**config.mk**
```make
export PLATFORM = sky130hd
export DESIGN_NAME = switch_debounce3
export DESIGN_NICKNAME = d
export VERILOG_FILES = /design/src/rtl/switch_debounce3.sv
export SDC_FILE = /design/constraint.sdc
export NUM_CORES = 1
export LEC_CHECK = 0
export ABC_AREA = 1
export CAP_MARGIN = 20
export CELL_PAD_IN_SITES_DETAIL_PLACEMENT = 1
export CELL_PAD_IN_SITES_GLOBAL_PLACEMENT = 2
export CORE_UTILIZATION = 39
export CTS_BUF_LIST = sky130_fd_sc_hd__clkbuf_4 sky130_fd_sc_hd__clkbuf_8 sky130_fd_sc_hd__clkbuf_16
export CTS_CLUSTER_SIZE = 40
export DETAILED_ROUTE_END_ITERATION = 16
export PLACE_DENSITY = 0.92
export SETUP_SLACK_MARGIN = 0.2
export SYNTH_ARGS = -nofsm -noshare
export SYNTH_HDL_FRONTEND = slang
export SYNTH_SLANG_ARGS = --single-unit
```
**constraint.sdc**
```tcl
create_clock -name clk -period 2.55 [get_ports clk]
set_clock_uncertainty 0.05 [all_clocks]
set_input_delay 0.3825 -clock clk [delete_from_list [all_inputs] [get_ports clk]]
set_output_delay 0.3825 -clock clk [all_outputs]
set_load 0.005 [all_outputs]
```
**src/rtl/switch_debounce3.sv**
```systemverilog
// Three-channel switch debouncer: 2-flop synchroniser plus per-channel stability FSM.
// Optional registered edge pulses on rise/fall when SWITCH_DEBOUNCE3_EDGE_EN is defined.
module switch_debounce3 #(
  parameter int unsigned CNT_W         = 16,
  parameter int unsigned STABLE_CYCLES = 1000,
  parameter logic [2:0]  RESET_VAL     = 3'b000
) (
  input  logic       clk,
  input  logic       rst_n,
  input  logic [2:0] raw_in,
  output logic       a_out,
  output logic       b_out,
  output logic       c_out,
  output logic       busy,
  output logic [2:0] rise,
  output logic [2:0] fall
);

  typedef enum logic {
    ST_STABLE  = 1'b0,
    ST_PENDING = 1'b1
  } state_t;

  localparam logic [CNT_W-1:0] LAST_CNT = CNT_W'(STABLE_CYCLES - 1);
  localparam bit               SINGLE   = (STABLE_CYCLES == 1);

  logic [2:0] s1_q, s2_q;
  logic [2:0] out_q, out_d;
  logic [2:0] pend_d;
  logic       busy_q;

  always_ff @(posedge clk or negedge rst_n) begin
    if (!rst_n) begin
      s1_q   <= RESET_VAL;
      s2_q   <= RESET_VAL;
      out_q  <= RESET_VAL;
      busy_q <= 1'b0;
    end else begin
      s1_q   <= raw_in;
      s2_q   <= s1_q;
      out_q  <= out_d;
      busy_q <= |pend_d;
    end
  end

  for (genvar g = 0; g < 3; g++) begin : g_ch
    state_t           state_q, state_d;
    logic [CNT_W-1:0] cnt_q, cnt_d;
    logic             out_nx;

    always_comb begin
      state_d = state_q;
      cnt_d   = cnt_q;
      out_nx  = out_q[g];
      case (state_q)
        ST_STABLE: begin
          cnt_d = '0;
          if (s2_q[g] != out_q[g]) begin
            // A single required sample means the first differing sample commits.
            if (SINGLE) begin
              out_nx = ~out_q[g];
            end else begin
              state_d = ST_PENDING;
              cnt_d   = CNT_W'(1);
            end
          end
        end
        ST_PENDING: begin
          if (s2_q[g] == out_q[g]) begin
            state_d = ST_STABLE;
            cnt_d   = '0;
          end else if (cnt_q == LAST_CNT) begin
            out_nx  = ~out_q[g];
            state_d = ST_STABLE;
            cnt_d   = '0;
          end else begin
            cnt_d = cnt_q + CNT_W'(1);
          end
        end
        default: begin
          state_d = ST_STABLE;
          cnt_d   = '0;
        end
      endcase
    end

    always_ff @(posedge clk or negedge rst_n) begin
      if (!rst_n) begin
        state_q <= ST_STABLE;
        cnt_q   <= '0;
      end else begin
        state_q <= state_d;
        cnt_q   <= cnt_d;
      end
    end

    assign out_d[g]  = out_nx;
    assign pend_d[g] = (state_d == ST_PENDING);
  end

  assign a_out = out_q[2];
  assign b_out = out_q[1];
  assign c_out = out_q[0];
  assign busy  = busy_q;

`ifdef SWITCH_DEBOUNCE3_EDGE_EN
  logic [2:0] rise_q, fall_q;

  // Pulses align with the edge on which the output itself changes.
  always_ff @(posedge clk or negedge rst_n) begin
    if (!rst_n) begin
      rise_q <= '0;
      fall_q <= '0;
    end else begin
      rise_q <= out_d & ~out_q;
      fall_q <= ~out_d & out_q;
    end
  end

  assign rise = rise_q;
  assign fall = fall_q;
`else
  assign rise = '0;
  assign fall = '0;
`endif

endmodule

```
==> metrics.md, run 1 <==
| Metric | Value |
|---|---|
| Status | `finished, final reports clean` |
| Cell Area, Synth | `0.00329 mm2` |
| CTS Hold Bufs | `0` |
| Clk buf depth | `2` |
| Hold Vio Cnt, Final | `0` |
| Post-Synthesis Cells | `415` |
| Hpwl dp | `5.78 mm` |
| Vias per inst | `4.95` |
| Drt initial violations | `106` |
| Port Buffers | `8` |
| Most common cell after layout, fill and taps aside | `nor2_1` |
| P_int | `1.41 mW` |
| Part of the power in registers | `53.7%` |
| Sw Pwr | `438 uW` |
| Crit path DAT | `1940 ps` |
| Num rows | `33` |
| Met1 Use GR | `25.2%` |
| Final wirelength | `7.54 mm` |
| RSZ-0062 raised after global routing | `false` |
| H-tree depth | `3` |
| Grt total ovfl | `0` |
| Worst setup EP type | `flip-flop` |
| Slowest stage delay, CP | `430 ps` |
| Worst-case vdd ir drop | `0.000278 V` |
| Cell taking the most area after synthesis | `dfrtp_1` |
| Crit share post-route | `69.8%` |
| CP Class | `flip-flop to flip-flop` |
| R2R Setup Slk | `770 ps` |
| Least-Margin Pin Slew | `607 ps` |
| CTS Sinks | `61` |
| Nets | `441` |
| Gr busiest metal | `met2` |
| Total track usage | `19.9%` |
| Final setup fails | `0` |
| Met3 usage | `3.16%` |
| Clk root buf | `clkbuf_8` |
| Share of the synthesized area in the top cell type | `46.5%` |
| Fill count | `1,029` |
| CTS tree | `done` |
| Vias | `2,679` |
| Crit-path max FO | `11` |
| Skew-Pair Late Insertion Delay | `330 ps` |
| N_diodes | `0` |
| Worst endpoint required time | `2710 ps` |
| Crit path max-delay cell type | `dfrtp_1` |
| Setup TNS Final | `0 ps` |
| Maxcap violations | `0` |
| Initial core utilization | `40.2%` |
| Post-route ant nets | `0` |
| Clk pin slew, worst setup/hold paths | `70 ps` |
| Routing usage on met2 | `33.5%` |
| Fraction of layout instances using a drive strength above 1 | `12.2%` |
| DR DRC count | `0` |
| Startpoint types | `flip-flop` |
| TritonCTS buffer count | `9` |
| Die Area | `0.00880 mm2` |
| Post-synthesis sequential area ratio | `46.5%` |
| Final slew viol count | `0` |
| Yosys reg bits | `61` |
| Most frequent cells in the layout | `nor2_1, nand2_1, dfrtp_1` |
| Sw Share | `23.7%` |
| Maximum clock rate | `0.561 GHz` |
| HP Class | `input port to asynchronous set/reset pin` |
| Drt first pass iters | `4` |
| Syn. warnings | `0` |
| Core Region | `0.00818 mm2` |
| Clock power frac | `41.8%` |
| Die W | `93.8 um` |
| Worst hold slack | `5.00 ps` |
| Post-CTS Setup Inserts | `0` |
| PD cells | `509 mW/mm2` |
| Cell variety after synth | `30` |
| Lkg Pwr | `1.52 nW` |
| Pin count of the biggest net entering global routing | `25` |
| Die height | `93.8 um` |
| Synth top area cells | `dfrtp_1, nor2_1, nand2_1` |
| Placer Congestion | `0.781` |
| Initial antenna violation count | `0` |
| WL per Instance | `13.9 um` |
| First-pass GRT wire length | `13.3 mm` |
| # resized after CTS | `0` |
| Mean Syn Cell Area | `7.92 um2` |
| IO Pins | `15` |
| Critical-path cell list | `ha_1, nand2_1, nor2_2, nand3_2, nand2_2, nor3_1` |
| Tmin final | `1780 ps` |
| Relative slew slack | `59.6%` |
| Area Growth Syn to Fin | `10.6%` |
| Number of global-route vias before repair | `2,866` |
| Comb power frac | `4.4%` |
==> cells by family (layout without fill, tap and decap cells) <==
group                    count (synthesis)  after routing  share of synthesized area, %
flip-flops                              61             61                          46.5
adder cells (fa/ha/maj)                  3              3                          1.14
AND/OR/NAND/NOR                        253            253                          36.2
XOR/XNOR                                15             15                          4.00
other                                    1              6                         0.114
AO/OA/AOI/OAI                           21             21                          4.19
buffers and inverters                   61             77                          7.92
==> final timing paths <==
| check | startpoint | endpoint | depth (start not counted) |
|---|---|---|---|
| max | g_ch[2].cnt_q[0] | g_ch[2].cnt_q[2] | 6 |
| min | rst_n | g_ch[1].cnt_q[8] | 1 |
| max reg2reg | g_ch[2].cnt_q[0] | g_ch[2].cnt_q[2] | 6 |
| min reg2reg | s1_q[0] | s2_q[0] | 0 |
| max in group asynchronous | rst_n | g_ch[2].cnt_q[0] | 2 |
| min in group clk | s1_q[0] | s2_q[0] | 0 |
==> sequential cells by signal, summed over array words and instances, names as in the netlist <==
signal,count
g_ch.cnt_q,48
g_ch.state_q,3
busy,1
out_q,3
s2_q,3
s1_q,3
==> power by group through the flow <==
| stage | clock, mW | sequential (mW) | combinational, mW |
|---|---|---|---|
| 2_1_floorplan | 0 | 1.01 | 0.0518 |
| 5_1_grt | 0.841 | 0.995 | 0.0956 |
| 4_1_cts | 0.798 | 0.993 | 0.0851 |
| 3_3_place_gp | 0 | 1.01 | 0.0821 |
| 6_report | 0.773 | 0.993 | 0.0820 |
| 3_5_place_dp | 0 | 1.01 | 0.0848 |
==> layer usage <==
metal	wire [um]	part of all wire (%)
met1	3540	47
met2	3700	49
met3	162	2.1
met4	133	1.8
met5	0	0
==> layout make-up <==
cell class	count	area, um2	area share [%]
Sequential cell	61	1530	42.0
Multi-Input combinational cell	298	1520	41.8
Inverter	53	199	5.48
Clock buffer	12	159	4.37
Tap cell	105	131	3.62
Timing Repair Buffer	10	90.1	2.48
Clock inverter	2	10.0	0.275
==> synthesized netlist by cell type <==
cell      instances
xor2_1           11
conb_1            1
o21bai_4          1
o21ai_0           4
nor3_4            1
buf_4             6
nor2_4            2
buf_2             1
nor2_1           94
nand3_2           7
nor2_2            8
nor3_2            6
inv_2             3
a31oi_1           2
nand3_1          39
buf_6             1
nand4_1           5
nand2_2           7
o21bai_1          4
ha_1              3
a21oi_1           6
and2_1            1
nand2_1          62
xnor2_1           4
nor3_1           20
inv_1            50
o21ai_1           3
nand3b_1          1
o21bai_2          1
dfrtp_1          61
==> through the flow <==
stage          utilization, %  setup WS (ps)  power [mW]  area (um2)  cells
2_1_floorplan               -           1080        1.06        3300    420
3_3_place_gp             42.4            880        1.09        3460    527
3_5_place_dp             42.4            776        1.10        3460    527
4_1_cts                  44.4            766        1.88        3630    541
5_1_grt                  44.4            621        1.93        3630    541
6_report                 44.4            769        1.85        3630    541
==> worst max-delay path, delay by kind of cell, from the launching register on <==
family	cells	cell delay, ps
simple gates	5	940
flops	1	430
fa+ha+maj	1	230
Power figures use the tool's default switching activity.
==> inputs of run 2 (changes only) <==
--- a/config.mk
+++ b/config.mk
@@ -9,11 +9,11 @@
 export CAP_MARGIN = 20
 export CELL_PAD_IN_SITES_DETAIL_PLACEMENT = 1
 export CELL_PAD_IN_SITES_GLOBAL_PLACEMENT = 2
-export CORE_UTILIZATION = 39
+export CORE_UTILIZATION = 33
 export CTS_BUF_LIST = sky130_fd_sc_hd__clkbuf_4 sky130_fd_sc_hd__clkbuf_8 sky130_fd_sc_hd__clkbuf_16
 export CTS_CLUSTER_SIZE = 40
 export DETAILED_ROUTE_END_ITERATION = 16
-export PLACE_DENSITY = 0.92
+export PLACE_DENSITY = 0.84
 export SETUP_SLACK_MARGIN = 0.2
 export SYNTH_ARGS = -nofsm -noshare
 export SYNTH_HDL_FRONTEND = slang
==> constraint.sdc (replaced) <==
create_clock -name clk -period 1.5 [get_ports clk]
set_clock_uncertainty 0.05 [all_clocks]
set_input_delay 0.225 -clock clk [delete_from_list [all_inputs] [get_ports clk]]
set_output_delay 0.225 -clock clk [all_outputs]
set_load 0.005 [all_outputs]
==> run 2 against run 1 <==
Effect of this change: the run now ends with negative setup slack left; final cell count is 16% higher; utilization is 5.7 points higher; maximum frequency is 17% higher; critical path depth is 2 higher; largest power group unchanged.
==> metrics.md, run 2 (synthesis results as in run 1) <==
| Metric | Value |
|---|---|
| Clk pin slew, worst setup/hold paths | `80 ps (was 70 ps)` |
| Final worst slack | `-28.5 ps (was 769 ps)` |
| Initial core utilization | `33.8% (was 40.2%)` |
| Core Region | `0.00973 mm2 (was 0.00818 mm2)` |
| Drt first pass iters | `4 (unchanged)` |
| Hpwl dp | `6.02 mm (was 5.78 mm)` |
| Maximum clock rate | `0.654 GHz (was 0.561 GHz)` |
| Die Area | `0.0104 mm2 (was 0.00880 mm2)` |
| Vias per inst | `4.77 (was 4.95)` |
| Total power | `3.34 mW (was 1.85 mW)` |
| HP Class | `input port to flip-flop (was input port to asynchronous set/reset pin)` |
| Final setup fails | `7 (was 0)` |
| Tmin final | `1530 ps (was 1780 ps)` |
| Vias | `2,983 (was 2,679)` |
| Placed Cells | `582 (was 527)` |
| Most common cell after layout, fill and taps aside | `nor2_1 (unchanged)` |
| TritonCTS buffer count | `9 (unchanged)` |
| Worst endpoint required time | `1690 ps (was 2710 ps)` |
| WL per Instance | `15.9 um (was 13.9 um)` |
| DR DRC count | `0 (unchanged)` |
| Total track usage | `19.6% (was 19.9%)` |
| Critical-path cell list | `ha_4, nand2_2, inv_2, nand2_1, nor2_1, nand3b_1, nand3_1, nor2_1 (was ha_1, nand2_1, nor2_2, nand3_2, nand2_2, nor3_1)` |
| Nets | `495 (was 441)` |
| Drt initial violations | `82 (was 106)` |
| Non-Filler Instances | `625 (was 541)` |
| Worst setup EP type | `flip-flop (unchanged)` |
| Hold Vio Cnt, Final | `0 (unchanged)` |
| N_diodes | `0 (unchanged)` |
| Die height | `102 um (was 93.8 um)` |
| Final slew viol count | `0 (unchanged)` |
| CTS Sinks | `61 (unchanged)` |
| Maxcap violations | `0 (unchanged)` |
| Placer Congestion | `0.786 (was 0.781)` |
| Worst path top cell family by delay | `simple AND/OR/NAND/NOR gates (unchanged)` |
| Clk buf depth | `2 (unchanged)` |
| Worst hold slack | `259 ps (was 5.00 ps)` |
| Post-route ant nets | `0 (unchanged)` |
| Crit share post-route | `102% (was 69.8%)` |
| Crit-path max FO | `6 (was 11)` |
| Most frequent cells in the layout | `nor2_1, dfrtp_1, nand2_1 (was nor2_1, nand2_1, dfrtp_1)` |
| Number of global-route vias before repair | `3,118 (was 2,866)` |
| CTS tree | `done (unchanged)` |
| Clk root buf | `clkbuf_8 (unchanged)` |
| Bufs and invs on worst path | `1 (was 0)` |
| Lkg Pwr | `2.00 nW (was 1.52 nW)` |
| Most flops, register | `g_ch.cnt_q (unchanged)` |
| PD cells | `684 mW/mm2 (was 509 mW/mm2)` |
| Crit path DAT | `1720 ps (was 1940 ps)` |
| Die W | `102 um (was 93.8 um)` |
| RSZ-0062 raised after global routing | `true (was false)` |
| Final wirelength | `9.91 mm (was 7.54 mm)` |
| Grt total ovfl | `0 (unchanged)` |
| Area Growth Syn to Fin | `48.6% (was 10.6%)` |
| Port Buffers | `8 (unchanged)` |
| First-pass GRT wire length | `15.2 mm (was 13.3 mm)` |
| Worst-case vdd ir drop | `0.000275 V (was 0.000278 V)` |
| Initial antenna violation count | `0 (unchanged)` |
| Most common cell on crit path | `nor2_1` |
| Startpoint types | `flip-flop (unchanged)` |
| Slowest stage delay, CP | `410 ps (was 430 ps)` |
| Fill count | `1,139 (was 1,029)` |
| Failing checks | `negative setup slack` |
| CP Class | `flip-flop to flip-flop (unchanged)` |
| Pin count of the biggest net entering global routing | `62 (was 25)` |
| Max reg flops | `48 (unchanged)` |
| Status | `complete, but fails checks (was finished, final reports clean)` |
| Skew-Pair Late Insertion Delay | `360 ps (was 330 ps)` |
| Crit path max-delay cell type | `dfrtp_1 (unchanged)` |
| Num rows | `36 (was 33)` |
| IO Pins | `15 (unchanged)` |
| Fraction of layout instances using a drive strength above 1 | `45.3% (was 12.2%)` |
| H-tree depth | `3 (unchanged)` |
-- run 2: changes by cell type in the layout (fill, tap and decap cells not counted), moves of 14 or more --
cell / delta
nor2_4: +17
nor2_2: +17
nand3_1: -18
buf_6: +17
nor3_1: -14
nor2_1: -34
buf_4: +31
nand2_1: -14
-- run 2: worst paths after layout --
| path | startpoint | endpoint | slack (ps) | cells past startpoint |
|---|---|---|---|---|
| min in group asynchronous | rst_n | g_ch[1].cnt_q[9] | 370 | 3 |
| min | raw_in[1] | s1_q[1] | 260 | 1 |
| max in group asynchronous | rst_n | g_ch[1].cnt_q[1] | 730 | 3 |
| min reg2reg | s1_q[2] | s2_q[2] | 300 | 0 |
| max | g_ch[0].cnt_q[0] | g_ch[0].cnt_q[9] | -30 | 8 |
| max reg2reg | g_ch[0].cnt_q[0] | g_ch[0].cnt_q[9] | -30 | 8 |
-- run 2: worst register-to-register path: stages, from the launching register on --
cell and delay (ps):
dfrtp_1 410, ha_4 170, nand2_2 60, inv_2 70, nand2_1 60, nor2_1 120, nand3b_1 240, nand3_1 170
nor2_1 60
-- run 2: metrics by stage --
stage               worst slack (ps)  utilization, %  TNS (ps)  area (um2)
CTS                             18.5            45.5         0        4430
detailed placement             -71.2            38.6     -71.2        3750
global placement               -22.7            38.6     -22.7        3750
finish                         -28.5            50.2      -103        4880
floorplan                        110               -         0        3330
global route                    -127            50.2      -768        4880
-- run 2: final cells by class --
cell class	instances	area [um2]	area share (%)
Tap cell	133	166	3.41
Sequential cell	61	1540	31.5
Multi-Input combinational cell	299	2190	44.8
Clock inverter	4	22.5	0.461
Timing Repair Buffer	63	601	12.3
Inverter	53	209	4.28
Clock buffer	12	159	3.25
-- run 2: what timing repair did --
item,4_1_cts,5_1_grt
hold buffers,1,0
setup endpoints to repair,59,58
pin swaps,42,28
buffers inserted,14,10
resized for setup,95,96
gates cloned,2,0
endpoints found under the hold margin,61,0
-- run 2: power by group --
part | leakage [nW] | internal [mW] | switching (mW)
sequential | 0.804 | 1.67 | 0.0288
combinational | 1.10 | 0.109 | 0.145
clock | 0.0956 | 0.700 | 0.689
total | 2.00 | 2.48 | 0.863
-- run 2: layer usage --
| metal | vias up | routed length (um) | share of wire (%) | track usage (%) |
|---|---|---|---|---|
| met2 | 28 | 5350 | 54 | 33.3 |
| li1 | 1448 | - | - | - |
| met1 | 1491 | 4170 | 42 | 24.7 |
| met5 | - | 0 | 0 | 0 |
| met4 | 0 | 225 | 2.3 | 7.36 |
| met3 | 16 | 163 | 1.6 | 3.93 |
